<file path="src/rtl/modmul_pkg.sv">
// Shared types for the sequential modular multiplier.
package modmul_pkg;

  typedef enum logic [1:0] {
    IDLE = 2'd0,
    DBL  = 2'd1,
    ADD  = 2'd2,
    DONE = 2'd3
  } state_t;

endpackage

</file>
<file path="src/rtl/modmul_seq_addmod.sv">
// Modular adder: (x + y) mod m, valid for x, y < m.
module modmul_seq_addmod #(
  parameter int unsigned DATA_WIDTH = 8
) (
  input  logic [DATA_WIDTH-1:0] x,
  input  logic [DATA_WIDTH-1:0] y,
  input  logic [DATA_WIDTH-1:0] m,
  output logic [DATA_WIDTH-1:0] sum_c
);

  localparam int unsigned SUM_W = DATA_WIDTH + 1;

  logic [SUM_W-1:0] raw;
  logic [SUM_W-1:0] red;

  // One conditional subtraction suffices because x + y < 2m.
  always_comb begin
    raw   = SUM_W'(x) + SUM_W'(y);
    red   = raw - SUM_W'(m);
    sum_c = raw[DATA_WIDTH-1:0];
    if (raw >= SUM_W'(m)) begin
      sum_c = red[DATA_WIDTH-1:0];
    end
  end

endmodule

</file>
<file path="src/rtl/modmul_seq.sv">
// Sequential (a*b) mod m using MSB-first interleaved double-and-add.
module modmul_seq
  import modmul_pkg::*;
#(
  parameter int unsigned DATA_WIDTH = 8
) (
  input  logic                  clk,
  input  logic                  rst_n,
  input  logic                  start,
  input  logic [DATA_WIDTH-1:0] a,
  input  logic [DATA_WIDTH-1:0] b,
  input  logic [DATA_WIDTH-1:0] m,
  output logic                  ready,
  output logic                  done,
  output logic [DATA_WIDTH-1:0] result
);

  localparam int unsigned IDX_W = (DATA_WIDTH > 1) ? $clog2(DATA_WIDTH) : 1;

  state_t                state, state_n;
  logic [DATA_WIDTH-1:0] acc, acc_n;
  logic [IDX_W-1:0]      idx, idx_n;
  logic [DATA_WIDTH-1:0] a_reg, a_n;
  logic [DATA_WIDTH-1:0] b_reg, b_n;
  logic [DATA_WIDTH-1:0] m_reg, m_n;
  logic [DATA_WIDTH-1:0] result_n;
  logic                  done_n;
  logic                  ready_n;
  logic [DATA_WIDTH-1:0] add_y_c;
  logic [DATA_WIDTH-1:0] add_sum_c;

  // Second adder operand: acc while doubling, the latched multiplicand while adding.
  assign add_y_c = (state == ADD) ? a_reg : acc;

  modmul_seq_addmod #(
    .DATA_WIDTH(DATA_WIDTH)
  ) u_addmod (
    .x     (acc),
    .y     (add_y_c),
    .m     (m_reg),
    .sum_c (add_sum_c)
  );

  // Next-state and datapath update; result and done are loaded on entry to DONE.
  always_comb begin
    state_n  = state;
    acc_n    = acc;
    idx_n    = idx;
    a_n      = a_reg;
    b_n      = b_reg;
    m_n      = m_reg;
    result_n = result;
    done_n   = 1'b0;
    unique case (state)
      IDLE: begin
        if (start) begin
          a_n     = a;
          b_n     = b;
          m_n     = m;
          acc_n   = '0;
          idx_n   = IDX_W'(DATA_WIDTH - 1);
          state_n = DBL;
        end
      end
      DBL: begin
        acc_n   = add_sum_c;
        state_n = ADD;
      end
      ADD: begin
        if (b_reg[idx]) begin
          acc_n = add_sum_c;
        end
        if (idx == '0) begin
          state_n  = DONE;
          done_n   = 1'b1;
          result_n = acc_n;
        end else begin
          idx_n   = idx - IDX_W'(1);
          state_n = DBL;
        end
      end
      DONE: begin
        state_n = IDLE;
      end
      default: begin
        state_n = IDLE;
      end
    endcase
    ready_n = (state_n == IDLE);
  end

  // State and datapath registers with synchronous active-low reset.
  always_ff @(posedge clk) begin
    if (!rst_n) begin
      state  <= IDLE;
      acc    <= '0;
      idx    <= '0;
      a_reg  <= '0;
      b_reg  <= '0;
      m_reg  <= '0;
      result <= '0;
      done   <= 1'b0;
      ready  <= 1'b1;
    end else begin
      state  <= state_n;
      acc    <= acc_n;
      idx    <= idx_n;
      a_reg  <= a_n;
      b_reg  <= b_n;
      m_reg  <= m_n;
      result <= result_n;
      done   <= done_n;
      ready  <= ready_n;
    end
  end

endmodule

</file>
<file path="config.mk">
export PLATFORM = sky130hd
export DESIGN_NAME = modmul_seq
export DESIGN_NICKNAME = d
export VERILOG_FILES = /design/src/rtl/modmul_pkg.sv /design/src/rtl/modmul_seq_addmod.sv /design/src/rtl/modmul_seq.sv
export SDC_FILE = /design/constraint.sdc
export NUM_CORES = 1
export LEC_CHECK = 0
export ABC_AREA = 1
export BUFFER_PORTS_ARGS = -buffer_cell sky130_fd_sc_hd__buf_2
export CELL_PAD_IN_SITES_DETAIL_PLACEMENT = 1
export CELL_PAD_IN_SITES_GLOBAL_PLACEMENT = 1
export CORE_AREA = 2 2 87 89
export CTS_CLUSTER_DIAMETER = 40
export DETAILED_ROUTE_END_ITERATION = 16
export DIE_AREA = 0 0 89 91
export PLACE_DENSITY_LB_ADDON = 0.1
export RECOVER_POWER = 100
export SLEW_MARGIN = 20
export SYNTH_ARGS = -nofsm -noshare
export SYNTH_HDL_FRONTEND = slang
export SYNTH_SLANG_ARGS = --single-unit
</file>
<file path="constraint.sdc">
create_clock -name clk -period 5.8 [get_ports clk]
set_input_delay 0.29 -clock clk [delete_from_list [all_inputs] [get_ports clk]]
set_output_delay 0.29 -clock clk [all_outputs]
set_load 0.005 [all_outputs]
</file>
## Word-level counts from Yosys, hierarchy flattened

Index checks and enable logic that the tools add are counted.

| word-level totals | value |
|---|---|
| bits in registers | 47 |
| bits of input ports | 27 |
| output and inout port bits | 10 |
| logic and storage cells | 43 |

| cells by class | value |
|---|---|
| add/sub/neg operators | 3 |
| order comparisons | 2 |
| eq/ne operators | 5 |
| multiplexer cells | 14 |
| reduce and logical (&&, ||, !) cells | 10 |

Operators with widths:

| operator | count |
|---|---|
| 2-to-1 mux 8 bit | 4 |
| one-hot mux 8 bit (3 select lines) | 1 |
| adder 8 x 8 -> 9 bit | 1 |
| greater-or-equal comparator 9 x 8 -> 1 bit | 1 |
| one-hot mux 2 bit (4 select lines) | 1 |
| AND reduction 2 bit | 4 |
| subtractor 8 bit | 1 |
| 2-to-1 mux 3 bit | 2 |
| one-hot mux 3 bit (2 select lines) | 1 |
| equality test 2 bit, second input constant | 2 |
| logical NOT 2 bit | 2 |
| < comparator 3 x 4 -> 1 bit, second input constant | 1 |
| 2-to-1 mux 2 bit | 2 |
| inequality test 2 bit, second input constant | 2 |
| binary-select mux 1 bit (select 3 bit) | 1 |
| logical NOT 3 bit | 1 |
| AND reduction 3 bit | 1 |
| nonzero test 3 bit | 1 |
| subtractor 3 x 1 -> 3 bit, second input constant | 1 |
| equality test 2 x 1 -> 1 bit, second input constant | 1 |
| 2-to-1 mux 1 bit | 2 |
| nonzero test 2 bit | 1 |

## Logic depth before layout (Yosys ltp)

Gate-level depths: netlist of the first run.

| depth | value |
|---|---|
| depth in word-level cells | 7 |
| mapped depth | 27 |
| depth with buffers taken out | 25 |

## By module

Synthesis of the first run repeated with hierarchy kept, for this count alone.

| second synthesis, totals | value |
|---|---|
| cell total of the unflattened synthesis | 487 |
| area, all modules | 3219.3 µm² |

Modules (own cells, without submodules):

| module | instances | cells an instance | area each (µm²) | sequential area each (µm²) |
|---|---|---|---|---|
| modmul_seq | 1 | 316 | 2248.4 | 940.9 |
| modmul_seq_addmod | 1 | 171 | 970.9 | 0.0 |

## Worst setup path after synthesis of the first run

OpenSTA, ideal clock, no wires.

| timing path | value |
|---|---|
| path kind | register -> register |
| start point | register state[0] |
| end point | register result[0] |
| arrival time | 3.429 ns |
| setup slack | 2.255 ns |
| stages on the path, launching flop included | 27 |
| path buffers | 2 |
| clock period less this slack | 3.545 ns |
| path through | dfxtp_1 > inv_1 > ha_1 > clkbuf_8 > clkbuf_1 > nand2_1 > o21ai_0 > ha_1 > inv_1 > fa_1 > inv_1 > nand3_1 > nand2_2 > xor2_1 > ha_1 > nand2_1 > nand2_1 > a21oi_1 > nand2_2 > nand2_4 > nand2_4 > nand2_1 > nand3_2 > nand2_1 > nand2_1 > o211ai_1 > inv_1 |

| between the ends | value |
|---|---|
| cells in the longest elaborated chain, start to end | 6 |
| elaborated cells on any way between the ends | 8 |
| those cells by class | add/sub: 2; order compare: 1; eq/ne: 1; mux: 3; reduce/logical: 1 |

Ends and longest elaborated chain:

| item | line | source |
|---|---|---|
| start: declaration | modmul_seq.sv:20 | `state_t state, state_n;` |
| start signal: assignment | modmul_seq.sv:105 | `state <= state_n;` |
| equality test 2 bit * | modmul_seq.sv:33, modmul_seq.sv:54 |  |
| 2-to-1 mux 8 bit | modmul_seq.sv:33 | `assign add_y_c = (state == ADD) ? a_reg : acc;` |
| adder 8 x 8 -> 9 bit | modmul_seq_addmod.sv:18 | `raw = SUM_W'(x) + SUM_W'(y);` |
| subtractor 8 bit or greater-or-equal comparator 9 x 8 -> 1 bit (tied branches) | modmul_seq_addmod.sv:19, modmul_seq_addmod.sv:21 |  |
| 2-to-1 mux 8 bit | modmul_seq_addmod.sv:21 | `if (raw >= SUM_W'(m)) begin` |
| 2-to-1 mux 8 bit | modmul_seq.sv:70 | `if (b_reg[idx]) begin` |
| end signal: assignment | modmul_seq.sv:111 | `result <= result_n;` |
| end: declaration | modmul_seq.sv:15 | `output logic [DATA_WIDTH-1:0] result` |

Every way passes the cells marked *; elsewhere a longest branch is shown, timed or not.
A chain may end at the register's enable or synchronous reset.

## Worst setup path after layout of the first run

| timing path | value |
|---|---|
| start point | register state[0] |
| end point | register result[4] |

The elaborated chain is that of the path after synthesis.

==> metrics, run 1 <==
status=complete, no violations; setup violators final=0; Routed Antenna Nets=0; initial antenna violation count=0; tightest hold margin=approximately 0.23 ns; Yosys reg bits=47; DP HPWL=7.02 mm; Final min period=between 4 and 5 ns; Syn. warnings=0; largest net degree at the start of global routing=38; clk slew on worst S/H paths=approximately 0.1 ns; CP max stage cell=ha_1; total power=0.00184 W; placed cell count=597; Util after Layout=47.9%; period utilisation layout=80.0%; Clk Latency, worst-skew pair=0.31 ns; Port-buffer cells=36; Mapped Cells=476; max_slew headroom=a little over a third; most used cell, CP=nand2_1; Final nets=557; Synth Area per Inst=6.67 um2; register area share after synthesis=29.7%; drt total wl=approximately 8.7 mm; layout cells sized above 1=10.7%; Hold Crit Class=input pin to register; # H-tree levels=2; clock tree from TritonCTS=done; R2R depth=24; CORE AREA=roughly 7100 um2; hold bufs inserted after CTS=0; MaxCap Viol Count=0; data required time of the critical path=~6.0 ns; RSZ-0062 raised after global routing=false; Crit. Startpoint=state[0]; crit path capture type=register; Cell Area, Synth=3170 um2; TritonRoute pass-1 iters=4; vias in the first global route=3177; GRT Resource Usage Total=23.5%; PD cells=538 nW/um2; Final Max Slew Viols=0; Fmax=0.216 GHz; RR Endpoint=result[4]; drt wl/cell=14.5 um; root buf cell=clkbuf_8; Vias per Instance=~5.1; post-cts resize count=0; Die Y=between 90 and 100 um; DIE WIDTH=89 um; fin cells=605; max incr delay on CP=0.80 ns; synth-to-layout area growth=7.73%; ys flop type=dfxtp_1; clk_skew=0.00730 ns; CP max FO=29; Net Count, Synth=528; startpoint types=register; cts bufs inserted=5; synth unique cells=31; placement row count=31; Clock Sinks=47; Cell Chain, Critical Path=inv_1 > ha_1 > nand2_1 > o21ai_0 > ha_1 > inv_1 > fa_1 > inv_1 > nand3_1 > nand2_1 > xor2_1 > ha_1 > nand2_1 > nand2_1 > a21oi_1 > nand2_2 > nand2_1 > nand2_1 > nand2_1 > nand3_1 > nand2_1 > nand2_1 > o211ai_1 > inv_1; number of enable flip-flop cells after synthesis=0; reg2reg start=state[0]; postcts setup bufs=0; final RePlAce weighted congestion=0.870; Vias=3073; Max VDD drop=between 200 and 250 uV; critical path depth in cells=24; Bufs and invs on worst path=4; Congestion Overflow GR=0; WP data arrival=4.84 ns; Async SR Flop Fraction=0%; Die ar.=8100 um2; initial DRC count=137; ant diodes=0; Setup Crit Path Kind=register to register; CTS Buffer Depth=2; Residual DRC=0; num ports=37; Sum Neg Setup Slack=0 ns; Final Hold Viols=0; delay-heaviest family, CP=adder cells; first-pass GRT wire length=15.0 mm; Pleak=roughly 1.7 nW; worst slew pin tran=0.961 ns; Initial Util=44.5%; CP endpoint=result[4]; R2R Setup Slk=1.16 ns
## worst min-delay path: cells and delay by family
kind / cells / cell delay (ns)
and+or+nand+nor: 1 / 0.07
AOI/OAI and AO/OA: 1 / 0.07
buffers and inverters: 1 / 0.07
## metrics by stage
| stage | cell area, um2 | worst slack, ns |
|---|---|---|
| after floorplan | 3170 | 2.25 |
| after global placement | 3390 | 1.60 |
| after detailed placement | 3390 | 1.41 |
| after CTS | 3480 | 1.40 |
| after global routing | 3420 | 0.691 |
| final | 3420 | 1.16 |
## per-layer routing
layer	share of wire (%)	wire length, um	global-route usage (%)
met3	2.7	232	2.82
met2	50	4380	41.8
met1	47	4070	30.3
met4	0.77	67	4.35
met5	0	0	0
## how the worst min path moves through the flow
| stage | cells after the start | slack, ns | from | to |
|---|---|---|---|---|
| after floorplan | 2 | 0.43 | b_reg[0] | b_reg[0] |
| after global placement | 2 | 0.45 | b_reg[0] | b_reg[0] |
| after detailed placement | 2 | 0.45 | b_reg[4] | b_reg[4] |
| after CTS | 3 | 0.23 | b[2] | b_reg[2] |
| after global routing | 3 | 0.25 | b[3] | b_reg[3] |
| final | 3 | 0.23 | b[3] | b_reg[3] |
## logic make-up (layout without fill, tap and decap cells)
| family | count (synthesis) | in the layout | synth area share, % |
|---|---|---|---|
| fa+ha+maj | 25 | 25 | 10.3 |
| flops | 47 | 47 | 29.7 |
| buf+inv | 83 | 113 | 10.8 |
| compound gates | 79 | 79 | 14.3 |
| xor+xnor | 7 | 7 | 1.93 |
| simple gates | 235 | 235 | 33.0 |
## report_power, final
part           leakage, nW  internal [W]  switching, W
sequential           0.386      0.000414     0.0000596
combinational         1.30      0.000365      0.000792
clock               0.0418     0.0000869      0.000121
total                 1.73      0.000865      0.000973
## cells in the mapped netlist, types with 2 or more instances
cell type	n	area [um2]
inv_1	64	240
nand4_1	3	18.8
clkinv_1	3	11.3
nand3_2	9	90.1
clkbuf_1	9	33.8
a21oi_1	25	125
o211ai_1	8	60.1
clkbuf_8	2	27.5
o21ai_0	37	185
dfxtp_1	47	941
nand2_2	6	37.5
nor2_2	3	18.8
o21ai_4	2	32.5
nand2_1	128	480
xnor2_1	3	26.3
nand3_1	35	175
inv_2	2	7.51
ha_1	23	288
xor2_1	4	35.0
nor2_1	46	173
a31oi_1	4	25.0
nand2_4	3	33.8
fa_1	2	40.0
## area by class of cell
| cell class | instances | area (um2) |
|---|---|---|
| fill | 1006 | 3720 |
| multi-input combinational | 346 | 1830 |
| sequential | 47 | 941 |
| inverter | 69 | 259 |
| timing repair buffer | 36 | 175 |
| tap | 99 | 124 |
| clock buffer | 6 | 72.6 |
| clock inverter | 2 | 16.3 |
## cells in the final DEF (no fill, tap or decap), types with 2 or more instances in the layout
cell      instances
o21ai_0          37
nor2_1           46
nand3_1          42
nor2_2            3
nand2_1         133
clkbuf_8          5
o211ai_1          8
xnor2_1           3
inv_2             2
ha_1             23
a31oi_1           4
o21ai_4           2
inv_1            64
buf_2            32
dfxtp_1          47
clkinv_1          3
fa_1              2
clkbuf_1          5
nand4_1           3
nand3_2           2
a21oi_1          25
nand2_2           3
xor2_1            4
(Power assumes the default switching activity.)
==> run 2: changes to the inputs <==
- CORE_AREA: 2 2 87 89 -> 2 2 90 92
- DIE_AREA: 0 0 89 91 -> 0 0 92 94
- clock period: 5.8 -> 4.3 ns (I/O delays scaled with it)
==> run 2 against run 1 <==
Die area up 6.8%. Sequential share of layout area down 0.41 points. Clock skew up 0.0017 ns. Critical path type unchanged. Sequential power up 35%. Design area up 1.5%. Clock power up 43%. Largest power group unchanged. Global-route usage down 1.1 points. Via count up 0.68%.
==> metrics, run 2 (synthesis results as in run 1) <==
num ports=37 (unchanged); Max VDD drop=276 uV (was 241 uV); placement row count=32 (was 31); Die ar.=8650 um2 (was 8100 um2); register area=941 um2 (unchanged); root buf cell=clkbuf_8 (unchanged); RSZ-0062 raised after global routing=false (unchanged); CP max FO=23 (was 29); CTS Buffer Depth=2 (unchanged); Sum Neg Setup Slack=0 ns (unchanged); Hold Startpoint=b[2] (was b[3]); fin cells=611 (was 605); worst slew pin tran=1.23 ns (was 0.961 ns); DIE WIDTH=92 um (was 89 um); crit path capture type=register (unchanged); Die Y=94 um (was 91 um); GRT Resource Usage Total=22.4% (was 23.5%); CORE AREA=7610 um2 (was 7140 um2); Port-buffer cells=36 (unchanged); Multi-input gate area=1860 um2 (was 1830 um2); Clk Latency, worst-skew pair=0.31 ns (about the same); drt total wl=8.91 mm (was 8.74 mm); ant diodes=0 (unchanged); data required time of the critical path=4.51 ns (was 6.00 ns); period utilisation layout=91.0% (was 80.0%); reg2reg start=state[0] (unchanged); Final Cell Area=3470 um2 (was 3420 um2); max_slew headroom=18.1% (was 36.0%); clk slew on worst S/H paths=0.10 ns (about the same); Hold Crit Class=input pin to register (unchanged); postcts setup bufs=0 (unchanged); Routed Antenna Nets=0 (unchanged); clock tree from TritonCTS=done (unchanged); clk_skew=0.00901 ns (was 0.00730 ns); PD cells=730 nW/um2 (was 538 nW/um2); Pleak=1.74 nW (was 1.73 nW); highest-count cells in the layout ignoring fill and taps=nand2_1 (131), inv_1 (64), dfxtp_1 (47) (was nand2_1 (133), inv_1 (64), dfxtp_1 (47)); placed instance area=3420 um2 (was 3390 um2); TritonRoute pass-1 iters=4 (unchanged); cts bufs inserted=5 (unchanged); largest net degree at the start of global routing=38 (unchanged); startpoint types=register (unchanged); drt wl/cell=14.6 um (was 14.5 um); Fmax=0.256 GHz (was 0.216 GHz); synth-to-layout area growth=9.35% (was 7.73%); commonest non-fill, non-tap cell in the layout=nand2_1 (unchanged); Final min period=3.91 ns (was 4.64 ns); placed cell count=603 (was 597); Crit. Startpoint=state[0] (unchanged); Congestion Overflow GR=0 (unchanged); status=complete, no violations (unchanged); Util after Layout=45.6% (was 47.9%); Vias per Instance=5.06 (was 5.08); Residual DRC=0 (unchanged); # H-tree levels=2 (unchanged); Fill cells=1053 (was 1006); WP data arrival=4.12 ns (was 4.84 ns); Setup Crit Path Kind=register to register (unchanged); Initial Util=41.7% (was 44.5%); initial antenna violation count=0 (unchanged); MaxCap Viol Count=0 (unchanged); final RePlAce weighted congestion=0.858 (was 0.870); Final Hold Viols=0 (unchanged); Clock Sinks=47 (unchanged); layout cells sized above 1=11.4% (was 10.7%); Final nets=560 (was 557); Vias=3094 (was 3073); initial DRC count=137 (unchanged); setup violators final=0 (unchanged); DP HPWL=7.14 mm (was 7.02 mm); Final Max Slew Viols=0 (unchanged); first-pass GRT wire length=15.4 mm (was 15.0 mm); vias in the first global route=3262 (was 3177)
==> run 2: cell types whose count changed in the layout (fill, tap and decap cells not counted), sizes merged <==
cell / delta
clkinv: +1
clkbuf: +4
buf: -1
inv: -1
==> run 2: final cells by class <==
type / instances / area share [%]
repair buffers: 39 / 5.41
flip-flops and latches: 47 / 27.1
clock buffers: 6 / 2.38
clock inverters: 2 / 0.469
multi-input cells: 346 / 53.5
inverters: 69 / 7.46
well taps: 102 / 3.68
==> run 2: where the power goes <==
group	total, W	internal, W	switching [W]
logic	0.00160	0.000518	0.00108
registers	0.000639	0.000558	0.0000816
clock network	0.000297	0.000132	0.000166
==> run 2: worst paths after layout <==
kind	endpoint	slack (ns)	cells past startpoint
max	result[1]	0.39	23
min reg2reg	m_reg[3]	0.47	2
min	b_reg[2]	0.15	3
max reg2reg	result[1]	0.39	23
==> run 2: critical path: stages (launching register included) <==
cell      delay (ns)
dfxtp_1         0.34
inv_1           0.11
ha_1            0.28
buf_4           0.30
o21ai_0         0.19
ha_1            0.43
nand2_1         0.13
nor2_1          0.12
nand2_1         0.09
nand4_1         0.10
nand2_1         0.14
ha_1            0.36
nand2_1         0.10
inv_1           0.04
a21oi_1         0.19
nand2_1         0.12
nand2_4         0.14
nand2_4         0.10
nand2_1         0.10
nand3_1         0.11
nand2_1         0.10
nand2_1         0.06
o211ai_1        0.09
inv_1           0.06
==> run 2: layer usage <==
metal  GRT usage, %  up-vias  wire [um]
li1               -     1580          -
met1           27.9     1445       4050
met2           39.8       48       4380
met3           3.21       21        262
met4           7.34        0        217
met5              0        -          0
==> run 2: per-stage QoR <==
stage	hold WS (ns)	power (W)	setup WS [ns]
global route	0.175	0.00280	0.0178
global placement	0.447	0.00226	0.575
CTS	0.146	0.00261	0.298
detailed placement	0.458	0.00230	0.309
finish	0.146	0.00253	0.387
floorplan	0.382	0.00189	0.755
==> run 2: timing repair <==
action	in CTS	in global routing
hold buffers	0	0
endpoints found under the setup margin	0	7
endpoints found under the hold margin	0	0
gates resized for setup	0	1
==> run 3: changes to the inputs <==
- CORE_AREA: 2 2 90 92 -> 2 2 89 91
- CTS_BUF_LIST: default -> sky130_fd_sc_hd__clkbuf_4 sky130_fd_sc_hd__clkbuf_8
- DIE_AREA: 0 0 92 94 -> 0 0 91 93
- MAX_ROUTING_LAYER: default -> met4
==> run 3 against run 2 <==
Worst setup slack improved by 0.042 ns. Die area decreased by 2.1%. Sequential cell count unchanged. Sequential share of layout area about the same. Routed wire length decreased by 1.2%. Final cell count unchanged. Highest routed layer unchanged.
==> metrics, run 3 (synthesis results as in run 1) <==
drt total wl=8.80 mm (was 8.91 mm); pre-CTS setup slack=0.378 ns (was 0.309 ns); startpoint types=register (unchanged); worst slew pin tran=1.24 ns (was 1.23 ns); total power=0.00253 W (about the same); R2R Setup Slk=0.43 ns (was 0.39 ns); Final nets=560 (unchanged); GRT Resource Usage Total=22.9% (was 22.4%); RR Endpoint=result[5] (was result[1]); Clock Sinks=47 (unchanged); initial antenna violation count=0 (unchanged); ant diodes=0 (unchanged); final RePlAce weighted congestion=0.912 (was 0.858); clk_skew=0.0124 ns (was 0.00901 ns); clock tree from TritonCTS=done (unchanged); layout cells sized above 1=12.8% (was 11.4%); placement row count=32 (unchanged); Crit. Startpoint=state[0] (unchanged); initial DRC count=109 (was 137); status=complete, no violations (unchanged); Fmax=0.258 GHz (was 0.256 GHz); highest-count cells in the layout ignoring fill and taps=nand2_1 (130), inv_1 (64), dfxtp_1 (47) (was nand2_1 (131), inv_1 (64), dfxtp_1 (47)); Congestion Overflow GR=0 (unchanged); clk slew on worst S/H paths=0.10 ns (about the same); Sum Neg Setup Slack=0 ns (unchanged); postcts setup bufs=0 (unchanged); Die Y=93 um (was 94 um); CORE AREA=7530 um2 (was 7610 um2); first-pass GRT wire length=15.2 mm (was 15.4 mm); drt wl/cell=14.4 um (was 14.6 um); vias in the first global route=3273 (was 3262); max_slew headroom=17.2% (was 18.1%); reg2reg start=state[0] (unchanged); Routed Antenna Nets=0 (unchanged); period utilisation layout=90.0% (was 91.0%); WP data arrival=4.07 ns (was 4.12 ns); CP endpoint=result[5] (was result[1]); Setup Crit Path Kind=register to register (unchanged); R2R depth=24 (was 23); Vias per Instance=5.00 (was 5.06); MaxCap Viol Count=0 (unchanged); CP max FO=23 (unchanged); num ports=37 (unchanged); Max VDD drop=295 uV (was 276 uV); data required time of the critical path=4.50 ns (was 4.51 ns); cts bufs inserted=5 (unchanged); PD cells=728 nW/um2 (was 730 nW/um2); root buf cell=clkbuf_8 (unchanged); Vias=3056 (was 3094); CTS Buffer Depth=2 (unchanged); Initial Util=42.2% (was 41.7%); setup violators final=0 (unchanged); Pleak=1.76 nW (was 1.74 nW); commonest non-fill, non-tap cell in the layout=nand2_1 (unchanged); TritonRoute pass-1 iters=4 (unchanged); synth-to-layout area growth=9.50% (was 9.35%); crit path capture type=register (unchanged); Hold Crit Class=input pin to register (unchanged); Clk Latency, worst-skew pair=0.31 ns (about the same); Final min period=3.87 ns (was 3.91 ns); # H-tree levels=2 (unchanged); RSZ-0062 raised after global routing=false (unchanged); Hold Startpoint=b[3] (was b[2]); Die ar.=8460 um2 (was 8650 um2); DIE WIDTH=91 um (was 92 um); Final Max Slew Viols=0 (unchanged); Port-buffer cells=36 (unchanged); DP HPWL=7.04 mm (was 7.14 mm); Residual DRC=0 (unchanged); Final Hold Viols=0 (unchanged); largest net degree at the start of global routing=38 (unchanged); setup ws final=0.429 ns (was 0.387 ns)
-- run 3: final cells by class --
type / instances / area [um2]
Fill cell: 1057 / 4050
Multi-Input combinational cell: 346 / 1860
Sequential cell: 47 / 941
Inverter: 69 / 259
Timing Repair Buffer: 39 / 195
Tap cell: 102 / 128
Clock buffer: 5 / 68.8
Clock inverter: 3 / 25.0
-- run 3: per-stage QoR --
step                      area (um2)  utilization, %  hold WS, ns  instances
final                           3470            46.2        0.147        611
after detailed placement        3420            45.4        0.454        603
after CTS                       3510            46.7        0.145        611
after floorplan                 3170               -        0.382        476
after global placement          3420            45.4        0.447        603
after global routing            3470            46.2        0.169        611
-- run 3: metal layers --
layer / GRT usage (%) / share of wire, %
met1: 27.5 / 47
met2: 42.0 / 50
met3: 2.18 / 1.6
met4: 4.92 / 1.0
met5: - / 0
-- run 3: worst max-delay path, cell delays in order, from the launching register on --
cell and delay, ns:
dfxtp_1 0.34, inv_1 0.10, ha_1 0.29, buf_4 0.31
o21ai_0 0.17, ha_1 0.42, nand2_1 0.14, nor2_1 0.12
nand2_1 0.07, nand3_1 0.07, nand2_1 0.05, nand2_1 0.13
ha_1 0.30, nand2_1 0.11, inv_1 0.05, a21oi_1 0.22
nand2_2 0.10, nand2_4 0.12, nand2_4 0.09, nand2_1 0.13
nand3_1 0.14, nand2_1 0.09, nand2_1 0.05, o211ai_1 0.09
inv_1 0.06
-- run 3: worst min path at each step --
stage,slack (ns),cells after the start,endpoint
floorplan,0.38,2,a_reg[0]
global placement,0.45,2,b_reg[4]
detailed placement,0.45,2,b_reg[0]
CTS,0.15,3,b_reg[3]
global route,0.17,3,a_reg[1]
finish,0.15,3,b_reg[3]
-- run 3: power by group --
group	switching, W	leakage (nW)	internal [W]
Sequential	0.0000776	0.386	0.000558
Combinational	0.00109	1.32	0.000518
Clock	0.000169	0.0452	0.000119
-- run 3: repair_timing --
action,CTS,global route
gates resized for setup,0,3
endpoints found under the setup margin,0,13
hold buffers,0,0
